===== config.mk =====
export PLATFORM = sky130hd
export DESIGN_NAME = fib_index
export DESIGN_NICKNAME = d
export VERILOG_FILES = /design/src/rtl/fib_pkg.sv /design/src/rtl/fib_step.sv /design/src/rtl/fib_index.sv
export SDC_FILE = /design/constraint.sdc
export NUM_CORES = 1
export LEC_CHECK = 0
export BUFFER_PORTS_ARGS = -buffer_cell sky130_fd_sc_hd__buf_2
export CORE_ASPECT_RATIO = 0.8
export CORE_UTILIZATION = 61
export DETAILED_ROUTE_END_ITERATION = 8
export MAX_ROUTING_LAYER = met4
export PLACE_DENSITY = 0.86
export SLEW_MARGIN = 10
export SYNTH_ARGS = -nofsm -noshare
export SYNTH_HDL_FRONTEND = slang
export SYNTH_SLANG_ARGS = --single-unit

===== constraint.sdc =====
create_clock -name clk -period 2.9 [get_ports clk]
set_input_delay 0.87 -clock clk [delete_from_list [all_inputs] [get_ports clk]]
set_output_delay 0.87 -clock clk [all_outputs]
set_load 0.005 [all_outputs]

===== src/rtl/fib_pkg.sv =====
// Shared types and constants for the inverse Fibonacci engine and its generator counterpart.
package fib_pkg;

    localparam int FIB_WIDTH   = 32;
    localparam int FIB_IDX_W   = 8;
    localparam int FIB_MAX_IDX = 47;   // largest index whose value fits in FIB_WIDTH bits

    typedef enum logic [1:0] {
        ST_IDLE   = 2'd0,
        ST_SEARCH = 2'd1,
        ST_DONE   = 2'd2
    } fib_state_e;

endpackage


===== src/rtl/fib_step.sv =====
// One Fibonacci iteration step: next-pair sum plus equal/greater compare of a against the target.
module fib_step #(
    parameter int AW = 34
) (
    input  logic [AW-1:0] a,
    input  logic [AW-1:0] b,
    input  logic [AW-1:0] val,
    output logic [AW-1:0] sum,
    output logic          eq,
    output logic          gt
);

    assign sum = a + b;
    assign eq  = (a == val);
    assign gt  = (a > val);

endmodule


===== src/rtl/fib_index.sv =====
// Inverse Fibonacci engine: finds the index of the largest F(n) <= captured value.
// Optional macro FIB_INDEX_ABORT_EN: start during SEARCH aborts and re-accepts.
module fib_index
    import fib_pkg::*;
#(
    parameter int WIDTH = FIB_WIDTH,
    parameter int IDX_W = FIB_IDX_W
) (
    input  logic             clk,
    input  logic             rst,
    input  logic             start,
    input  logic [WIDTH-1:0] fib,
    output logic [IDX_W-1:0] num,
    output logic             is_fib,
    output logic             done,
    output logic [1:0]       dbg_state
);

    // Two guard bits keep the first Fibonacci number above any WIDTH-bit value from wrapping.
    localparam int AW = WIDTH + 2;

    fib_state_e       state_q, state_d;
    logic [AW-1:0]    val_q, val_d;
    logic [AW-1:0]    a_q, a_d;
    logic [AW-1:0]    b_q, b_d;
    logic [IDX_W-1:0] idx_q, idx_d;
    logic [IDX_W-1:0] num_q, num_d;
    logic             is_fib_q, is_fib_d;
    logic             done_q, done_d;

    logic [AW-1:0]    step_sum;
    logic             step_eq;
    logic             step_gt;
    logic             accept;

    fib_step #(.AW(AW)) u_step (
        .a   (a_q),
        .b   (b_q),
        .val (val_q),
        .sum (step_sum),
        .eq  (step_eq),
        .gt  (step_gt)
    );

`ifdef FIB_INDEX_ABORT_EN
    assign accept = start;
`else
    assign accept = start && (state_q != ST_SEARCH);
`endif

    always_comb begin
        state_d  = state_q;
        val_d    = val_q;
        a_d      = a_q;
        b_d      = b_q;
        idx_d    = idx_q;
        num_d    = num_q;
        is_fib_d = is_fib_q;
        done_d   = done_q;

        if (accept) begin
            val_d   = {2'b00, fib};
            a_d     = '0;
            b_d     = {{(AW-1){1'b0}}, 1'b1};
            idx_d   = '0;
            done_d  = 1'b0;
            state_d = ST_SEARCH;
        end else if (state_q == ST_SEARCH) begin
            if (step_eq) begin
                num_d    = idx_q;
                is_fib_d = 1'b1;
                done_d   = 1'b1;
                state_d  = ST_DONE;
            end else if (step_gt) begin
                // a starts at 0, so overshoot can only happen with idx >= 1.
                num_d    = idx_q - 1'b1;
                is_fib_d = 1'b0;
                done_d   = 1'b1;
                state_d  = ST_DONE;
            end else begin
                a_d   = b_q;
                b_d   = step_sum;
                idx_d = idx_q + 1'b1;
            end
        end
    end

    always_ff @(posedge clk) begin
        if (rst) begin
            state_q  <= ST_IDLE;
            val_q    <= '0;
            a_q      <= '0;
            b_q      <= {{(AW-1){1'b0}}, 1'b1};
            idx_q    <= '0;
            num_q    <= '0;
            is_fib_q <= 1'b0;
            done_q   <= 1'b0;
        end else begin
            state_q  <= state_d;
            val_q    <= val_d;
            a_q      <= a_d;
            b_q      <= b_d;
            idx_q    <= idx_d;
            num_q    <= num_d;
            is_fib_q <= is_fib_d;
            done_q   <= done_d;
        end
    end

    assign num       = num_q;
    assign is_fib    = is_fib_q;
    assign done      = done_q;
    assign dbg_state = state_q;

endmodule


==> impl_metrics.tcl <==
set metrics [dict create \
    netlist_top_cells_count "nand2_1 (195), a21oi_1 (124), dfxtp_1 (119)" \
    drt_iter0_markers 486 \
    critical_path_depth 10 \
    cp-end-kind "flip-flop" \
    leakage_nw 3.403 \
    nets 1018 \
    grt_pass1_wl_um 25870 \
    dieArea_um2 11590 \
    netlist_instances 867 \
    arrival_ns 3.17 \
    r2r_setup_slack_ns 0.04 \
    routed-via-count 6243 \
    post_synth_instance_area_um2 6810 \
    slew_violations 0 \
    drtPass1Iterations 4 \
    top_usage_layer "met2" \
    final_area_um2 7919 \
    synthArstFlopShare 0 \
    hold_buffers 0 \
    dpl_cell_area_um2 7219 \
    grt_max_degree 43 \
    initial_core_util 0.6278 \
    yosysWarnings 0 \
    post-route-util 0.7300 \
    clock-root-buffer "clkbuf_16" \
    synth_seq_cells 119 \
    synthTopCellsByArea "dfxtp_1 (35%), ha_1 (12%), nand2_1 (11%)" \
    dp_hpwl_um 10660 \
    reg2reg_depth 10 \
    setup_viol 0 \
    setup-tns-final_ns 0 \
    worstPathMaxFanout 17 \
    seq_area_um2 2382 \
    numCtsBuffers 17 \
    max_stage_delay_ns 0.37 \
    rr_startpoint "a_q[24]$_SDFFE_PP0P_" \
    antenna_found_initial 0 \
    viasPerCell 5.824 \
    r2r_end "b_q[31]$_SDFFE_PP0P_" \
    startpoint "a_q[24]$_SDFFE_PP0P_" \
    ys_seq_area_frac 0.3498 \
    grt.total_usage 0.2892 \
    place_ws_ns 0.1088 \
    ys_types 57 \
    tightest_slew_ns 0.4476 \
    syn-num-nets 970 \
    drive_gt1_frac 0.1304 \
    globalplace.congestion 0.8902 \
    drtAntennaViolNets 0 \
    crit_chain "ha_1 > nand4_1 > buf_4 > nor4_4 > nand2_1 > a2bb2oi_1 > and3b_1 > and4b_2 > and3_1 > a211o_1" \
    clockBufferDepth 2 \
    synth.avg_cell_area_um2 7.855 \
    drt_wl_total_um 15990 \
    synth_edf_count 0 \
    max-slew-margin-rel 0.7016 \
    num_rows 34 \
    cp_slowest_cell "and4b_2" \
    grt_setup_unrepaired "true" \
    tritoncts "built" \
    core_area_um2 10850 \
    cts_htree_levels 4 \
    met3_usage 0.06221 \
    skew_ns 0.01190 \
    die_h_um 96.51 \
    path_clk_slew_ns 0.06 \
    synthDominantCellAreaShare 0.3498 \
    synth.most_common_cell "nand2_1" \
    met2_usage 0.4602 \
    crit_type "reg -> reg" \
    numClockSinks 119 \
    first_global_vias 5433 \
    synthFlopType "dfxtp_1" \
    final.setup.worst_slack_ns 0.04338 \
    start_kind "flip-flop" \
    min_period_over_period 0.9850 \
    max_freq_mhz 350.1 \
    power_density_nw_per_um2 555.4 \
    die_w_um 120.1 \
    worst-path-buf-inv 1 \
    crit_end "b_q[31]$_SDFFE_PP0P_" \
    outcome "finished, final reports clean" \
    use_met1 0.3685 \
    hold_class "reg -> reg" \
    top_level_ports 47 \
    antennaDiodeCount 0 \
    synth_top_area_cell "dfxtp_1" \
    multi_input_area_um2 4109 \
    cap_viol_max_count 0 \
    irDropWorstVdd_v 0.0004578 \
    hold_viol_final 0 \
    wl_per_cell_um 14.92 \
    clock_latency_ns 0.42 \
    area_delta_synth_final_pct 16.28 \
    min_period_ns 2.857 \
    drcViolationCount 0 \
    place.port_buffers 46 \
    grt-ovfl-total 0 \
    fillerInstances 773 \
    cp.required_ns 3.22 \
    cp_top_family "simple AND/OR/NAND/NOR gates" \
]
metrics by stage:
step,std cells,total power [mW],hold slack (ns)
after floorplan,867,1.997,0.4363
after global placement,1037,2.103,0.4427
after detailed placement,1037,2.112,0.4463
after CTS,1069,4.386,0.4540
after global routing,1072,4.514,0.4757
final,1072,4.398,0.4541
worst min-delay path by stage:
stage,start,endpoint,slack (ns),cells after the start
finish,val_q[7]$_SDFFE_PP0P_,val_q[7]$_SDFFE_PP0P_,0.45,2
global route,b_q[13]$_SDFFE_PP0P_,a_q[13]$_SDFFE_PP0P_,0.48,2
CTS,val_q[7]$_SDFFE_PP0P_,val_q[7]$_SDFFE_PP0P_,0.45,2
detailed placement,val_q[7]$_SDFFE_PP0P_,val_q[7]$_SDFFE_PP0P_,0.45,2
global placement,val_q[8]$_SDFFE_PP0P_,val_q[8]$_SDFFE_PP0P_,0.44,2
floorplan,val_q[10]$_SDFFE_PP0P_,val_q[10]$_SDFFE_PP0P_,0.44,2
per-layer routing:
metal  vias up  share of wire
met5         -              0
met4         0          0.017
met3        30          0.059
met2       208           0.47
met1      2906           0.46
li1       3099              -
state kept, by name, indices dropped and copies added, names as in the netlist:
| signal | cells |
|---|---|
| b_q | 34 |
| dbg_state | 2 |
| val_q | 32 |
| a_q | 34 |
| num | 8 |
| is_fib | 1 |
| idx_q | 8 |
cell type report:
type	count	share of cell area
multi-input cells	664	0.5189
flip-flops and latches	119	0.3008
clock buffers	19	0.05720
repair buffers	71	0.05641
clock inverters	13	0.02402
well taps	144	0.02275
inverters	42	0.01991
cells by family after synthesis:
logic type                 count (synthesis)  synth area share
xor gates and xnor gates                  35           0.04501
muxes                                      5          0.007349
DFF                                      119            0.3498
AOI/OAI and AO/OA                        221            0.1981
buffers and inverters                     84           0.05181
and+or+nand+nor                          335            0.2219
adders and majority gates                 68            0.1260
worst min-delay path: cells and delay by family, from the launching register on:
family           cells  cell delay (ns)
flip-flops           1             0.31
AND/OR/NAND/NOR      1             0.05
AO/OA/AOI/OAI        1             0.05
timing repair:
item / 4_1_cts / 5_1_grt
resized for setup: 0 / 9
setup endpoints to repair: 0 / 34
setup buffers: 0 / 3
placed cells by master (no fill, tap or decap), drive strengths merged, types with 2 or more instances in the layout:
master and n:
a211o 3, a211oi 10, a21boi 4, a21o 27, a21oi 125, a311oi 3
a31oi 4, and2 3, and3 9, buf 71, bufinv 4, clkbuf 19
clkinv 4, dfxtp 119, ha 67, inv 46, mux2i 5, nand2 195
nand2b 7, nand3 21, nand3b 3, nand4 12, nand4b 2, nor2 43
nor2b 6, nor3 15, nor4 5, o211ai 6, o21a 4, o21ai 19
o21bai 4, o31ai 3, or2 2, or3 6, xnor2 24, xor2 11
report_power, final:
part	internal, mW	switching (mW)
Sequential	1.67	0.0248
Combinational	0.146	0.254
Clock	1.49	0.805
Total	3.31	1.08
No activity file was read; power rests on OpenSTA's default activity.
